<file path="src/rtl/mem_arb_pkg.sv">
// mem_arb_pkg: shared encodings and defaults for the unified-memory arbiter.
//   owner_e : which port owns the single outstanding access
//   state_e : arbiter FSM states
//   GNT_IF/GNT_D : bit positions of the one-hot grant vector
//   sc_width() : width of the starvation counter for a given STARVE
package mem_arb_pkg;

    typedef enum logic [1:0] {
        OWN_NONE = 2'd0,
        OWN_IF   = 2'd1,
        OWN_D    = 2'd2
    } owner_e;

    typedef enum logic {
        ST_IDLE = 1'b0,
        ST_BUSY = 1'b1
    } state_e;

    localparam int MEM_LAT_DEF = 2;
    localparam int STARVE_DEF  = 3;

    localparam int GNT_IF = 0;
    localparam int GNT_D  = 1;

    // ceil(log2(STARVE+1)), never narrower than one bit
    function automatic int sc_width(input int starve);
        return (starve < 1) ? 1 : $clog2(starve + 1);
    endfunction

endpackage

</file>
<file path="src/rtl/mem_arbiter_if.sv">
// mem_arbiter_if: core-side request/response and memory-side bus for the arbiter.
//   slave  : arbiter view (requests and mem_rdata in; grants, responses, memory strobes, stall out)
//   master : core + memory view (the opposite directions)
// Parameters: n = data width, AW = word address width.
interface mem_arbiter_if #(
    parameter int n  = 32,
    parameter int AW = 6
);
    logic          if_req;
    logic [AW-1:0] if_addr;
    logic          if_gnt;
    logic          if_rvalid;
    logic [n-1:0]  if_rdata;

    logic          d_req;
    logic          d_we;
    logic [AW-1:0] d_addr;
    logic [n-1:0]  d_wdata;
    logic          d_gnt;
    logic          d_rvalid;
    logic [n-1:0]  d_rdata;

    logic          mem_en;
    logic          mem_we;
    logic [AW-1:0] mem_addr;
    logic [n-1:0]  mem_wdata;
    logic [n-1:0]  mem_rdata;

    logic          stall;

    modport slave (
        input  if_req, if_addr, d_req, d_we, d_addr, d_wdata, mem_rdata,
        output if_gnt, if_rvalid, if_rdata, d_gnt, d_rvalid, d_rdata,
               mem_en, mem_we, mem_addr, mem_wdata, stall
    );

    modport master (
        output if_req, if_addr, d_req, d_we, d_addr, d_wdata, mem_rdata,
        input  if_gnt, if_rvalid, if_rdata, d_gnt, d_rvalid, d_rdata,
               mem_en, mem_we, mem_addr, mem_wdata, stall
    );

endinterface

</file>
<file path="src/rtl/mem_arb_pick.sv">
// mem_arb_pick: combinational priority pick between fetch and data requests.
//   if_req, d_req : raw requests
//   sc            : consecutive data grants taken while fetch was waiting
//   gnt           : one-hot pick (gnt[GNT_IF] / gnt[GNT_D]), zero when nothing requests
// Data normally wins (it belongs to the older instruction); once sc reaches
// STARVE a waiting fetch is let through.
module mem_arb_pick
    import mem_arb_pkg::*;
#(
    parameter int STARVE = STARVE_DEF,
    parameter int SCW    = sc_width(STARVE_DEF)
) (
    input  logic           if_req,
    input  logic           d_req,
    input  logic [SCW-1:0] sc,
    output logic [1:0]     gnt
);

    logic force_if;

    always_comb begin
        gnt      = 2'b00;
        force_if = if_req && (int'(sc) >= STARVE);
        if (d_req && !force_if)
            gnt[GNT_D] = 1'b1;
        else if (if_req)
            gnt[GNT_IF] = 1'b1;
    end

endmodule

</file>
<file path="src/rtl/mem_arbiter.sv">
// mem_arbiter: shares one single-ported word memory between instruction fetch
// and load/store. One access is outstanding at a time; it completes MEM_LAT
// cycles after its grant, when read data is routed to the owner.
//   clk, rst : clock, synchronous active-high reset
//   bus      : mem_arbiter_if.slave (fetch port, data port, memory port, stall)
// Arbitration is Mealy: grant, mem_en, mem_addr/mem_we/mem_wdata assert in the
// same cycle as the winning request, either in IDLE or in the completing BUSY
// cycle so accesses can run back-to-back.
module mem_arbiter
    import mem_arb_pkg::*;
#(
    parameter int n       = 32,
    parameter int AW      = 6,
    parameter int MEM_LAT = MEM_LAT_DEF,
    parameter int STARVE  = STARVE_DEF
) (
    input logic          clk,
    input logic          rst,
    mem_arbiter_if.slave bus
);

    localparam int CW  = (MEM_LAT > 1) ? $clog2(MEM_LAT) : 1;
    localparam int SCW = sc_width(STARVE);

    state_e         state_q, state_d;
    owner_e         own_q, own_d;
    logic           wr_q, wr_d;
    logic [CW-1:0]  cnt_q, cnt_d;
    logic [SCW-1:0] sc_q, sc_d;

    logic [1:0] pick;
    logic       done, arb_ok, gnt_if, gnt_d, if_rv, d_rv, busy;

    mem_arb_pick #(.STARVE(STARVE), .SCW(SCW)) u_pick (
        .if_req (bus.if_req),
        .d_req  (bus.d_req),
        .sc     (sc_q),
        .gnt    (pick)
    );

    // Everything is held quiet while rst is high so an abandoned access
    // cannot complete or re-arbitrate during the reset cycle.
    assign busy   = (state_q == ST_BUSY);
    assign done   = !rst && busy && (cnt_q == '0);
    assign arb_ok = !rst && (!busy || done);
    assign gnt_if = arb_ok && pick[GNT_IF];
    assign gnt_d  = arb_ok && pick[GNT_D];

    always_ff @(posedge clk) begin
        if (rst) begin
            state_q <= ST_IDLE;
            own_q   <= OWN_NONE;
            wr_q    <= 1'b0;
            cnt_q   <= '0;
            sc_q    <= '0;
        end else begin
            state_q <= state_d;
            own_q   <= own_d;
            wr_q    <= wr_d;
            cnt_q   <= cnt_d;
            sc_q    <= sc_d;
        end
    end

    always_comb begin
        state_d = state_q;
        own_d   = own_q;
        wr_d    = wr_q;
        cnt_d   = cnt_q;
        sc_d    = sc_q;

        if (busy && cnt_q != '0)
            cnt_d = cnt_q - 1'b1;

        if (done) begin
            state_d = ST_IDLE;
            own_d   = OWN_NONE;
            wr_d    = 1'b0;
        end

        // A grant in the completing cycle overrides the return to IDLE.
        if (gnt_if) begin
            state_d = ST_BUSY;
            own_d   = OWN_IF;
            wr_d    = 1'b0;
            cnt_d   = CW'(MEM_LAT - 1);
            sc_d    = '0;
        end else if (gnt_d) begin
            state_d = ST_BUSY;
            own_d   = OWN_D;
            wr_d    = bus.d_we;
            cnt_d   = CW'(MEM_LAT - 1);
            // Count only grants that made a fetch wait; saturate at STARVE.
            if (!bus.if_req)
                sc_d = '0;
            else if (int'(sc_q) < STARVE)
                sc_d = sc_q + 1'b1;
        end
    end

    assign if_rv = done && (own_q == OWN_IF);
    assign d_rv  = done && (own_q == OWN_D);

    assign bus.if_gnt    = gnt_if;
    assign bus.d_gnt     = gnt_d;
    assign bus.if_rvalid = if_rv;
    assign bus.d_rvalid  = d_rv;
    assign bus.if_rdata  = if_rv ? bus.mem_rdata : {n{1'b0}};
    assign bus.d_rdata   = (d_rv && !wr_q) ? bus.mem_rdata : {n{1'b0}};

    assign bus.mem_en    = gnt_if || gnt_d;
    assign bus.mem_we    = gnt_d && bus.d_we;
    assign bus.mem_addr  = gnt_d ? bus.d_addr : (gnt_if ? bus.if_addr : {AW{1'b0}});
    assign bus.mem_wdata = (gnt_d && bus.d_we) ? bus.d_wdata : {n{1'b0}};

    // A fresh grant counts as outstanding unless a completion is delivered in
    // the same cycle; that keeps a MEM_LAT=1 back-to-back stream stall-free.
    assign bus.stall = !rst && ((bus.if_req && !gnt_if) ||
                                (bus.d_req  && !gnt_d)  ||
                                ((busy || gnt_if || gnt_d) && !done));

endmodule

</file>
<file path="src/flat_wrapper.sv">
// flat-port wrapper written by rule: the top's interface ports become plain ports
module mem_arbiter_flat import mem_arb_pkg::*;
#(
    parameter int n       = 32,
    parameter int AW      = 6,
    parameter int MEM_LAT = MEM_LAT_DEF,
    parameter int STARVE  = STARVE_DEF
)
  (clk, rst, bus_if_req, bus_if_addr, bus_d_req, bus_d_we, bus_d_addr, bus_d_wdata, bus_mem_rdata, bus_if_gnt, bus_if_rvalid, bus_if_rdata, bus_d_gnt, bus_d_rvalid, bus_d_rdata, bus_mem_en, bus_mem_we, bus_mem_addr, bus_mem_wdata, bus_stall);
  mem_arbiter_if #(.n(n), .AW(AW)) bus_i ();
  input logic clk;
  input logic rst;
  input wire logic [$bits(bus_i.if_req)-1:0] bus_if_req;
  input wire logic [$bits(bus_i.if_addr)-1:0] bus_if_addr;
  input wire logic [$bits(bus_i.d_req)-1:0] bus_d_req;
  input wire logic [$bits(bus_i.d_we)-1:0] bus_d_we;
  input wire logic [$bits(bus_i.d_addr)-1:0] bus_d_addr;
  input wire logic [$bits(bus_i.d_wdata)-1:0] bus_d_wdata;
  input wire logic [$bits(bus_i.mem_rdata)-1:0] bus_mem_rdata;
  output wire logic [$bits(bus_i.if_gnt)-1:0] bus_if_gnt;
  output wire logic [$bits(bus_i.if_rvalid)-1:0] bus_if_rvalid;
  output wire logic [$bits(bus_i.if_rdata)-1:0] bus_if_rdata;
  output wire logic [$bits(bus_i.d_gnt)-1:0] bus_d_gnt;
  output wire logic [$bits(bus_i.d_rvalid)-1:0] bus_d_rvalid;
  output wire logic [$bits(bus_i.d_rdata)-1:0] bus_d_rdata;
  output wire logic [$bits(bus_i.mem_en)-1:0] bus_mem_en;
  output wire logic [$bits(bus_i.mem_we)-1:0] bus_mem_we;
  output wire logic [$bits(bus_i.mem_addr)-1:0] bus_mem_addr;
  output wire logic [$bits(bus_i.mem_wdata)-1:0] bus_mem_wdata;
  output wire logic [$bits(bus_i.stall)-1:0] bus_stall;
  assign bus_i.if_req = bus_if_req;
  assign bus_i.if_addr = bus_if_addr;
  assign bus_i.d_req = bus_d_req;
  assign bus_i.d_we = bus_d_we;
  assign bus_i.d_addr = bus_d_addr;
  assign bus_i.d_wdata = bus_d_wdata;
  assign bus_i.mem_rdata = bus_mem_rdata;
  assign bus_if_gnt = bus_i.if_gnt;
  assign bus_if_rvalid = bus_i.if_rvalid;
  assign bus_if_rdata = bus_i.if_rdata;
  assign bus_d_gnt = bus_i.d_gnt;
  assign bus_d_rvalid = bus_i.d_rvalid;
  assign bus_d_rdata = bus_i.d_rdata;
  assign bus_mem_en = bus_i.mem_en;
  assign bus_mem_we = bus_i.mem_we;
  assign bus_mem_addr = bus_i.mem_addr;
  assign bus_mem_wdata = bus_i.mem_wdata;
  assign bus_stall = bus_i.stall;
  mem_arbiter #(.n(n), .AW(AW), .MEM_LAT(MEM_LAT), .STARVE(STARVE)) u_core (.clk(clk), .rst(rst), .bus(bus_i));
endmodule
</file>
<file path="config.mk">
export PLATFORM = sky130hd
export DESIGN_NAME = mem_arbiter_flat
export DESIGN_NICKNAME = d
export VERILOG_FILES = /design/src/rtl/mem_arb_pkg.sv /design/src/rtl/mem_arbiter_if.sv /design/src/rtl/mem_arb_pick.sv /design/src/rtl/mem_arbiter.sv /design/src/flat_wrapper.sv
export SDC_FILE = /design/constraint.sdc
export NUM_CORES = 1
export LEC_CHECK = 0
export ABC_AREA = 0
export CAP_MARGIN = 10
export CORE_MARGIN = 8
export CORE_UTILIZATION = 24
export DETAILED_ROUTE_END_ITERATION = 8
export GPL_ROUTABILITY_DRIVEN = 0
export GPL_TIMING_DRIVEN = 0
export MAX_ROUTING_LAYER = met4
export PLACE_DENSITY = 0.95
export SYNTH_ARGS = -nofsm -noshare
export SYNTH_HDL_FRONTEND = slang
export SYNTH_SLANG_ARGS = --single-unit
</file>
<file path="constraint.sdc">
create_clock -name clk -period 3.2 [get_ports clk]
set_input_delay 0.64 -clock clk [delete_from_list [all_inputs] [get_ports clk]]
set_output_delay 0.64 -clock clk [all_outputs]
set_load 0.1 [all_outputs]
</file>
* Yosys cells after proc, flatten, opt, wreduce, memory -nomap -nowiden *
Cells that the tools add are included.

storage, ports and cells
  register bits after elaboration = 7
  output and inout port bits = 109

cells by class
  add/sub/neg operators = 2
  magnitude comparators = 2
  equality and inequality tests = 3
  mux-type cells = 20
  bitwise gates (word level) = 1
  reductions and logical operators = 34

operator list
  kind                                                                   number
  32-bit 2-to-1 mux                                                      3
  1-bit logical AND                                                      16
  6-bit 2-to-1 mux                                                       2
  1-bit 2-to-1 mux                                                       11
  2-bit 2-to-1 mux                                                       4
  1-bit zero test                                                        7
  1-bit logical OR                                                       6
  3-bit nonzero test                                                     2
  2-bit by 1-bit adder with 2-bit output, second input constant          1
  2-bit by 1-bit equality test with 1-bit output, second input constant  1
  2-bit equality test, second input constant                             1
  2-bit >= comparator, second input constant                             1
  2-bit less-than comparator, second input constant                      1
  2-bit by 1-bit != test with 1-bit output, second input constant        1
  2-bit AND reduction                                                    1
  2-bit nonzero test                                                     1
  2-bit OR reduction                                                     1
  1-bit inverter                                                         1
  1-bit subtractor, second input constant                                1

* Depth between registers and ports, before layout *
Gate-level depths: netlist (run 1).

  depth in word-level cells = 11
  depth in mapped cells = 6

* Cells and area by module *
Synthesis (run 1) repeated with hierarchy kept, for this count alone.

second synthesis, totals
  cells, all modules = 173
  area, all modules = 1231.2 um^2

by module, submodules not included
  module        times used  cells each  area each (um^2)
  mem_arbiter   1           169         1209.9
  mem_arb_pick  1           4           21.3

* Least setup slack after synthesis (run 1) *
Ideal clock, no wire load.

  path type = input port to output port
  from = input bus_if_req
  to = output bus_stall
  data arrival time = 3070 ps
  path slack = -510 ps
  stages = 3
  buffers on the path = 1
  path through = clkbuf_1 -> a21oi_1 -> nor3_1

on the way
  cells in the longest elaborated chain, start to end = 10

RTL lines
  what                                                          RTL line                                text
  start, declared                                               flat_wrapper.sv:13                      input wire logic [$bits(bus_i.if_req)-1:0] bus_if_req;
  1-bit logical AND                                             mem_arb_pick.sv:23                      force_if = if_req && (int'(sc) >= STARVE);
  1-bit zero test                                               mem_arb_pick.sv:24                      if (d_req && !force_if)
  1-bit logical AND                                             mem_arb_pick.sv:24
  1-bit 2-to-1 mux                                              mem_arb_pick.sv:24
  1-bit logical AND, on equally long branches                   mem_arbiter.sv:46, mem_arbiter.sv:47
  1-bit zero test, or another cell as far along                 mem_arbiter.sv:118                      assign bus.stall = !rst && ((bus.if_req && !gnt_if) ||
  1-bit logical AND, or another cell as far along               mem_arbiter.sv:118
  1-bit logical OR / 1-bit logical AND (equally long branches)  mem_arbiter.sv:118, mem_arbiter.sv:120
  1-bit logical OR (*)                                          mem_arbiter.sv:119                      (bus.d_req && !gnt_d) ||
  1-bit logical AND (*)                                         mem_arbiter.sv:118
  end, declared                                                 flat_wrapper.sv:30                      output wire logic [$bits(bus_i.stall)-1:0] bus_stall;

Every way passes the cells marked *; elsewhere a longest branch is shown, timed or not.

* Worst setup path in the final report (run 1) *
  from = input rst
  to = output bus_if_rdata[1]

on the way
  cells in the longest elaborated chain, start to end = 5

RTL lines
  what                            RTL line            text
  start, declared                 flat_wrapper.sv:12  input logic rst;
  1-bit zero test                 mem_arbiter.sv:44   assign done = !rst && busy && (cnt_q == '0);
  1-bit logical AND (2 in a row)  mem_arbiter.sv:44
  1-bit logical AND               mem_arbiter.sv:101  assign if_rv = done && (own_q == OWN_IF);
  32-bit 2-to-1 mux               mem_arbiter.sv:108  assign bus.if_rdata = if_rv ? bus.mem_rdata : {n{1'b0}};
  end, declared                   flat_wrapper.sv:22  output wire logic [$bits(bus_i.if_rdata)-1:0] bus_if_rdata;

Every way passes these cells.

==> results of run 1 <==
-- area by class of cell --
type / instances / area [sq um]
plain buffers: 12 / 101
clock buffers: 4 / 45.0
fillers: 450 / 1730
inverters: 4 / 15.0
multi-input cells: 137 / 940
flip-flops and latches: 7 / 140
well taps: 67 / 83.8
repair buffers: 188 / 1670
-- synthesized netlist by cell type (all sizes together), types with 2 or more instances --
| cell | count |
|---|---|
| and2 | 97 |
| nor2 | 2 |
| o21ai | 2 |
| a22o | 6 |
| nand2b | 2 |
| inv | 4 |
| buf | 11 |
| nor3 | 5 |
| a211oi | 3 |
| dfxtp | 7 |
| nand2 | 3 |
| a21oi | 5 |
-- where the power goes --
group          switching [mW]  internal (mW)  total [mW]
clock                  0.0369         0.0860       0.123
combinational           0.252          0.143       0.395
sequential            0.00607         0.0929      0.0989
total                   0.295          0.322       0.617
-- layer usage --
| metal | vias up | part of all wire (%) | track usage (%) |
|---|---|---|---|
| li1 | 908 | - | - |
| met1 | 801 | 36 | 16.7 |
| met4 | 0 | 1.2 | 4.94 |
| met3 | 7 | 12 | 6.02 |
| met2 | 131 | 51 | 33.4 |
| met5 | - | 0 | - |
-- stage by stage --
step                      util, %  hold WS (ns)  std cells  worst slack, ns
after floorplan                 -         0.462        160           0.0351
after global placement       66.9         0.480        415           -0.727
after detailed placement     66.9         0.488        415           -0.747
after CTS                    63.4         0.498        419         0.000884
after global routing         63.3         0.516        419         -0.00333
final                        63.3         0.494        419           0.0848
-- worst max-delay path, cell delays in order --
cell and delay (ns):
clkdlybuf4s50_1 0.51, nor4b_4 0.46, buf_6 0.19, and2_1 0.12, clkdlybuf4s15_2 0.55
-- registers in the layout, indices dropped and copies added (netlist names) --
register      cells
u_core.busy       1
u_core.wr_q       1
u_core.sc_q       2
u_core.cnt_q      1
u_core.own_q      2
-- timing repair --
action	CTS	global route
pin swaps	0	0
resized for setup	481	96
endpoints found under the setup margin	109	66
-- layout by cell type, fill, tap and decap left out, drive strengths merged --
cell type / count
a211oi: 3
a21bo: 1
a21boi: 1
a21o: 1
a21oi: 5
a22o: 6
a41o: 1
and2: 97
buf: 69
clkbuf: 26
clkdlybuf4s15: 14
clkdlybuf4s18: 14
clkdlybuf4s50: 79
dfxtp: 7
dlygate4sd2: 2
ha: 1
inv: 4
nand2: 3
nand2b: 2
nand3: 1
nand4: 1
nand4b: 1
nor2: 2
nor2b: 1
nor3: 5
nor4: 1
nor4b: 1
o211ai: 1
o21ai: 2
-- how the worst max path moves through the flow --
stage          startpoint                end  slack (ns)  cells past startpoint
2_1_floorplan  bus_if_req         bus_mem_en        0.04                      3
3_3_place_gp          rst    bus_mem_addr[2]       -0.73                      7
3_5_place_dp          rst    bus_d_rdata[25]       -0.75                      6
4_1_cts               rst    bus_d_rdata[29]      0.0009                      6
5_1_grt         bus_d_req  bus_mem_wdata[16]      -0.003                      7
6_report              rst    bus_if_rdata[1]        0.08                      5
-- kinds of logic (layout without fill, tap and decap cells) --
group | count (synthesis) | in the layout | synth area share, %
adder cells (fa/ha/maj) | 1 | 1 | 1.06
flip-flops | 7 | 7 | 11.9
AO/OA/AOI/OAI | 21 | 21 | 13.4
buffers and inverters | 16 | 208 | 9.87
AND/OR/NAND/NOR | 115 | 115 | 63.8
==> results.tsv, run 1 <==
stage	metric	value	unit
cts	Root Buffer Master	clkbuf_8	
hold_path	endpoint of the worst hold path	u_core.sc_q[1]	
floorplanning	die area	7410	sq um
floorplanning	Vert. Die Dim	86.1	um
final_layout	share of final-layout standard cells stronger than drive strength 1	39.8	%
floorplanning	width of the die	86.1	um
setup_path	minimum setup slack among reg-to-reg paths	1.88	ns
grt	GRT Resource Usage Total	17.8	%
setup_path	Reg-to-Reg End	u_core.own_q[0]	
synth	number of synthesized register bits	7	
timing	normalized max-slew margin	34.4	%
synth	cell area after synthesis	1180	sq um
setup_path	critical path launch point type	input pin	
placed_design	half-perimeter wire length after detailed placement	6160	um
route	number of nets with antenna violations after routing	0	
placed_design	post-placement cell area	3160	sq um
synth	Synth top area share	49.4	%
synth	Synth async-reset ratio	0	%
floorplanning	number of rows in the core area	25	
cts	CTS clk-pin slew, worst paths	0.04	ns
hold_path	hold path startpoint	u_core.sc_q[1]	
setup_path	count of cells along the worst register-to-register path	5	
synth	Net Count, Synth	242	
grt	global route total overflow	0	
final_layout	layout overhead on the synthesized area	154	%
route	wirelength, routed	6750	um
grt	pin count of the biggest net entering global routing	11	
synth	dominant cells by area after synthesis	and2_1, dfxtp_1, buf_6	
grt	via count of the first global-routing pass	1941	
setup_path	Crit Path Max Fanout	10	
cts	insertion delay to the later sink of the worst-skew pair	0.23	ns
route	routed vias	1847	
timing	final count of hold timing violations	0	
synth	cell accounting for the most synthesized area	and2_1	
final_layout	Final Net Count	435	
cts	hold buffers post-CTS	0	
route	drt via density	4.41	
grt	first-pass GRT wire length	10200	um
hold_path	Tightest Hold Check Type	flip-flop to flip-flop	
synth	Yosys warning total	0	
pwr	Power Total	0.617	mW
timing	final worst clock skew	0.000457	ns
setup_path	Critical Setup Path Class	input pin to output pin	
cts	CTS tree	done	
setup_path	CP endpoint kind	output pin	
setup_path	FF-to-FF Start	u_core.sc_q[0]	
floorplanning	area of the core	4720	sq um
route	1st-iter DRT viols	78	
final_layout	Final Cell Area	2990	sq um
timing	Tightest Pin Transition	0.987	ns
route	# DRC	0	
synth	ys flop type	dfxtp_1	
route	DR pass1 iterations	4	
timing	post-route fraction of the period consumed by the critical path	97.3	%
cts	Clock Sinks	7	
floorplanning	starting utilization of the core area	25.0	%
synth	mean post-synth cell area	7.37	sq um
route	post-DR wirelength/cell	16.1	um
timing	Fin Setup TNS	0	ns
pwr	P per Cell Area	206	nW/um^2
pwr	reported leakage power	1.43	nW
synth	portion of the post-synthesis area used by sequential elements	11.9	%
timing	fin crit period	3.12	ns
placed_design	Port Buffers	188	
job	max-cap check violation count	0	
hold_path	number of instances on the worst hold path	2	
timing	number of max-slew violations in the final report	0	
pwr	worst ir drop on vdd	0.000131	V
timing	setup violators final	0	
grt	number of antenna violations at the first check in global routing	0	
cts	maximum level of the CTS H-tree	1	
floorplanning	number of I/O pins	190	
synth	Post-synth EDFFs	0	
timing	FMAX	321	MHz
synth	Netlist cell types	30	
final_layout	diodes inserted	0	
setup_path	worst endpoint data arrival time	2.48	ns
cts	number of buffers added for setup after CTS	0	
cts	buffers from clock root to sink, at most	2	
setup_path	required arrival time at the worst endpoint	2.56	ns
synth	gate count after technology mapping	160	
status	status	finished, final reports clean	
cts	cts bufs inserted	3	
(Power assumes the default switching activity.)
==> run 2: changes to the inputs <==
GPL_TIMING_DRIVEN = unset   (was 0)
==> results.tsv, run 2 (same netlist as run 1, synthesis figures left out) <==
stage	metric	value	unit
timing	normalized max-slew margin	71.6	%
timing	final worst clock skew	0.00627	ns
timing	FMAX	325	MHz
final_layout	registers with the highest flip-flop counts	u_core.own_q: 2 flops, u_core.sc_q: 2 flops	
cts	CTS clk-pin slew, worst paths	0.04	ns
cts	number of buffers added for setup after CTS	0	
cts	Clock Sinks	7	
pwr	net load switching power	0.320	mW
pwr	switching share of power	45.1	%
route	wirelength, routed	8790	um
grt	first-pass GRT wire length	13300	um
setup_path	Worst path top cell family by delay	buffers and inverters	
cts	CTS tree	done	
cts	cts bufs inserted	3	
pwr	P per Cell Area	167	nW/um^2
final_layout	post-layout instance count excluding filler cells	414	
floorplanning	number of rows in the core area	25	
placed_design	half-perimeter wire length after detailed placement	8020	um
route	drt via density	4.71	
route	number of nets with antenna violations after routing	0	
cts	maximum level of the CTS H-tree	1	
status	status	finished, final reports clean	
timing	final count of hold timing violations	0	
final_layout	Reg area	140	sq um
final_layout	layout overhead on the synthesized area	262	%
route	routed vias	1952	
hold_path	Tightest Hold Check Type	flip-flop to flip-flop	
final_layout	number of inserted filler cells in the final layout	193	
timing	number of max-slew violations in the final report	0	
timing	unrepaired setup endpoints after global routing	no	
route	1st-iter DRT viols	135	
floorplanning	die area	7410	sq um
final_layout	most frequent standard cell in the layout excluding fill and tap cells	buf_12	
setup_path	required arrival time at the worst endpoint	2.56	ns
timing	post-route fraction of the period consumed by the critical path	96.2	%
final_layout	share of final-layout standard cells stronger than drive strength 1	39.5	%
setup_path	Critical Setup Path Class	input pin to output pin	
floorplanning	number of I/O pins	190	
final_layout	Final Net Count	430	
grt	number of antenna violations at the first check in global routing	0	
final_layout	area of the multi-input gates	940	sq um
grt	global route total overflow	0	
pwr	Power Total	0.710	mW
job	max-cap check violation count	0	
timing	setup violators final	0	
grt	pin count of the biggest net entering global routing	34	
final_layout	diodes inserted	0	
pwr	Cell Int Power	0.390	mW
cts	buffers from clock root to sink, at most	2	
setup_path	CP endpoint kind	output pin	
cts	insertion delay to the later sink of the worst-skew pair	0.23	ns
cts	PostCTS Resize Cnt	0	
grt	GRT Resource Usage Total	23.8	%
pwr	worst ir drop on vdd	0.000127	V
pwr	fraction of power consumed by combinational cells	68.3	%
grt	via count of the first global-routing pass	2278	
setup_path	buffers plus inverters on the worst setup path	3	
cts	Root Buffer Master	clkbuf_8	
route	# DRC	0	
floorplanning	area of the core	4720	sq um
timing	fin crit period	3.08	ns
cts	hold buffers post-CTS	0	
pwr	power share of the sequential group	14.2	%
setup_path	slowest stage cell, crit path	clkdlybuf4s50_1	
final_layout	top library cells by usage in the layout, fill and taps aside	buf_12, and2_1, clkdlybuf4s50_1	
timing	Fin Setup TNS	0	ns
floorplanning	width of the die	86.1	um
timing	final hold slack	0.540	ns
pwr	share of power burned in the clock network	17.5	%
route	post-DR wirelength/cell	21.2	um
floorplanning	Vert. Die Dim	86.1	um
pwr	reported leakage power	1.75	nW
setup_path	worst endpoint data arrival time	2.44	ns
setup_path	slowest stage delay, CP	0.62	ns
placed_design	placed instance count	410	
placed_design	Port Buffers	189	
floorplanning	starting utilization of the core area	25.0	%
timing	Tightest Pin Transition	0.425	ns
setup_path	Crit Path Max Fanout	7	
setup_path	critical path launch point type	input pin	
route	DR pass1 iterations	5	
setup_path	critical-path cell list	clkdlybuf4s50_1 -> a21oi_1 -> nand2_1 -> inv_1 -> a22o_2 -> buf_12	
run 2: cell count changes in the layout (fill, tap and decap cells not counted), moves of 2 or more:
cell	previous run	this run
buf_12	0	110
buf_4	44	5
clkbuf_4	21	0
buf_2	18	0
clkdlybuf4s15_2	14	0
clkdlybuf4s18_2	14	0
buf_6	7	0
dlygate4sd2_1	2	0
run 2: power groups by stage:
stage	clock, mW	combinational [mW]	sequential (mW)
after floorplan	0	0.247	0.0989
after global placement	0	0.474	0.100
final	0.124	0.485	0.101
after CTS	0.126	0.488	0.100
after detailed placement	0	0.487	0.101
after global routing	0.132	0.502	0.101
run 2: worst paths after layout:
| path | startpoint | endpoint | slack, ns | cells after the start |
|---|---|---|---|---|
| setup / recovery | rst | bus_mem_addr[0] | 0.12 | 6 |
| hold / removal | u_core.sc_q[1] | u_core.sc_q[1] | 0.54 | 2 |
| setup reg to reg | u_core.sc_q[0] | u_core.sc_q[1] | 1.81 | 5 |
| hold reg to reg | u_core.sc_q[1] | u_core.sc_q[1] | 0.54 | 2 |
run 2: per-layer routing:
metal | up-vias | part of all wire (%) | GRT usage, %
met5 | - | 0 | -
met4 | 0 | 2.8 | 7.17
met3 | 25 | 12 | 9.84
met2 | 164 | 55 | 46.6
met1 | 871 | 31 | 19.7
li1 | 892 | - | -
run 2: worst reg2reg max path, delay by kind of cell, from the launching register on:
kind	cells	cell delay (ns)
buf+inv	1	0.19
flops	1	0.33
compound gates	1	0.24
fa+ha+maj	1	0.24
simple gates	2	0.29
run 2: area by class of cell:
| cell class | instances | area share (%) |
|---|---|---|
| Clock buffer | 4 | 1.06 |
| Inverter | 4 | 0.352 |
| Multi-Input combinational cell | 137 | 22.0 |
| Sequential cell | 7 | 3.29 |
| Tap cell | 67 | 1.97 |
| Timing Repair Buffer | 195 | 71.3 |
run 2: stage by stage:
| stage | instance area (sq um) | worst slack, ns | utilization (%) |
|---|---|---|---|
| finish | 4260 | 0.122 | 90.3 |
| global route | 4260 | 0.0208 | 90.3 |
| CTS | 4260 | 0.103 | 90.3 |
| detailed placement | 4220 | 0.169 | 89.3 |
| global placement | 4220 | 0.234 | 89.3 |
| floorplan | 1200 | 0.0351 | - |
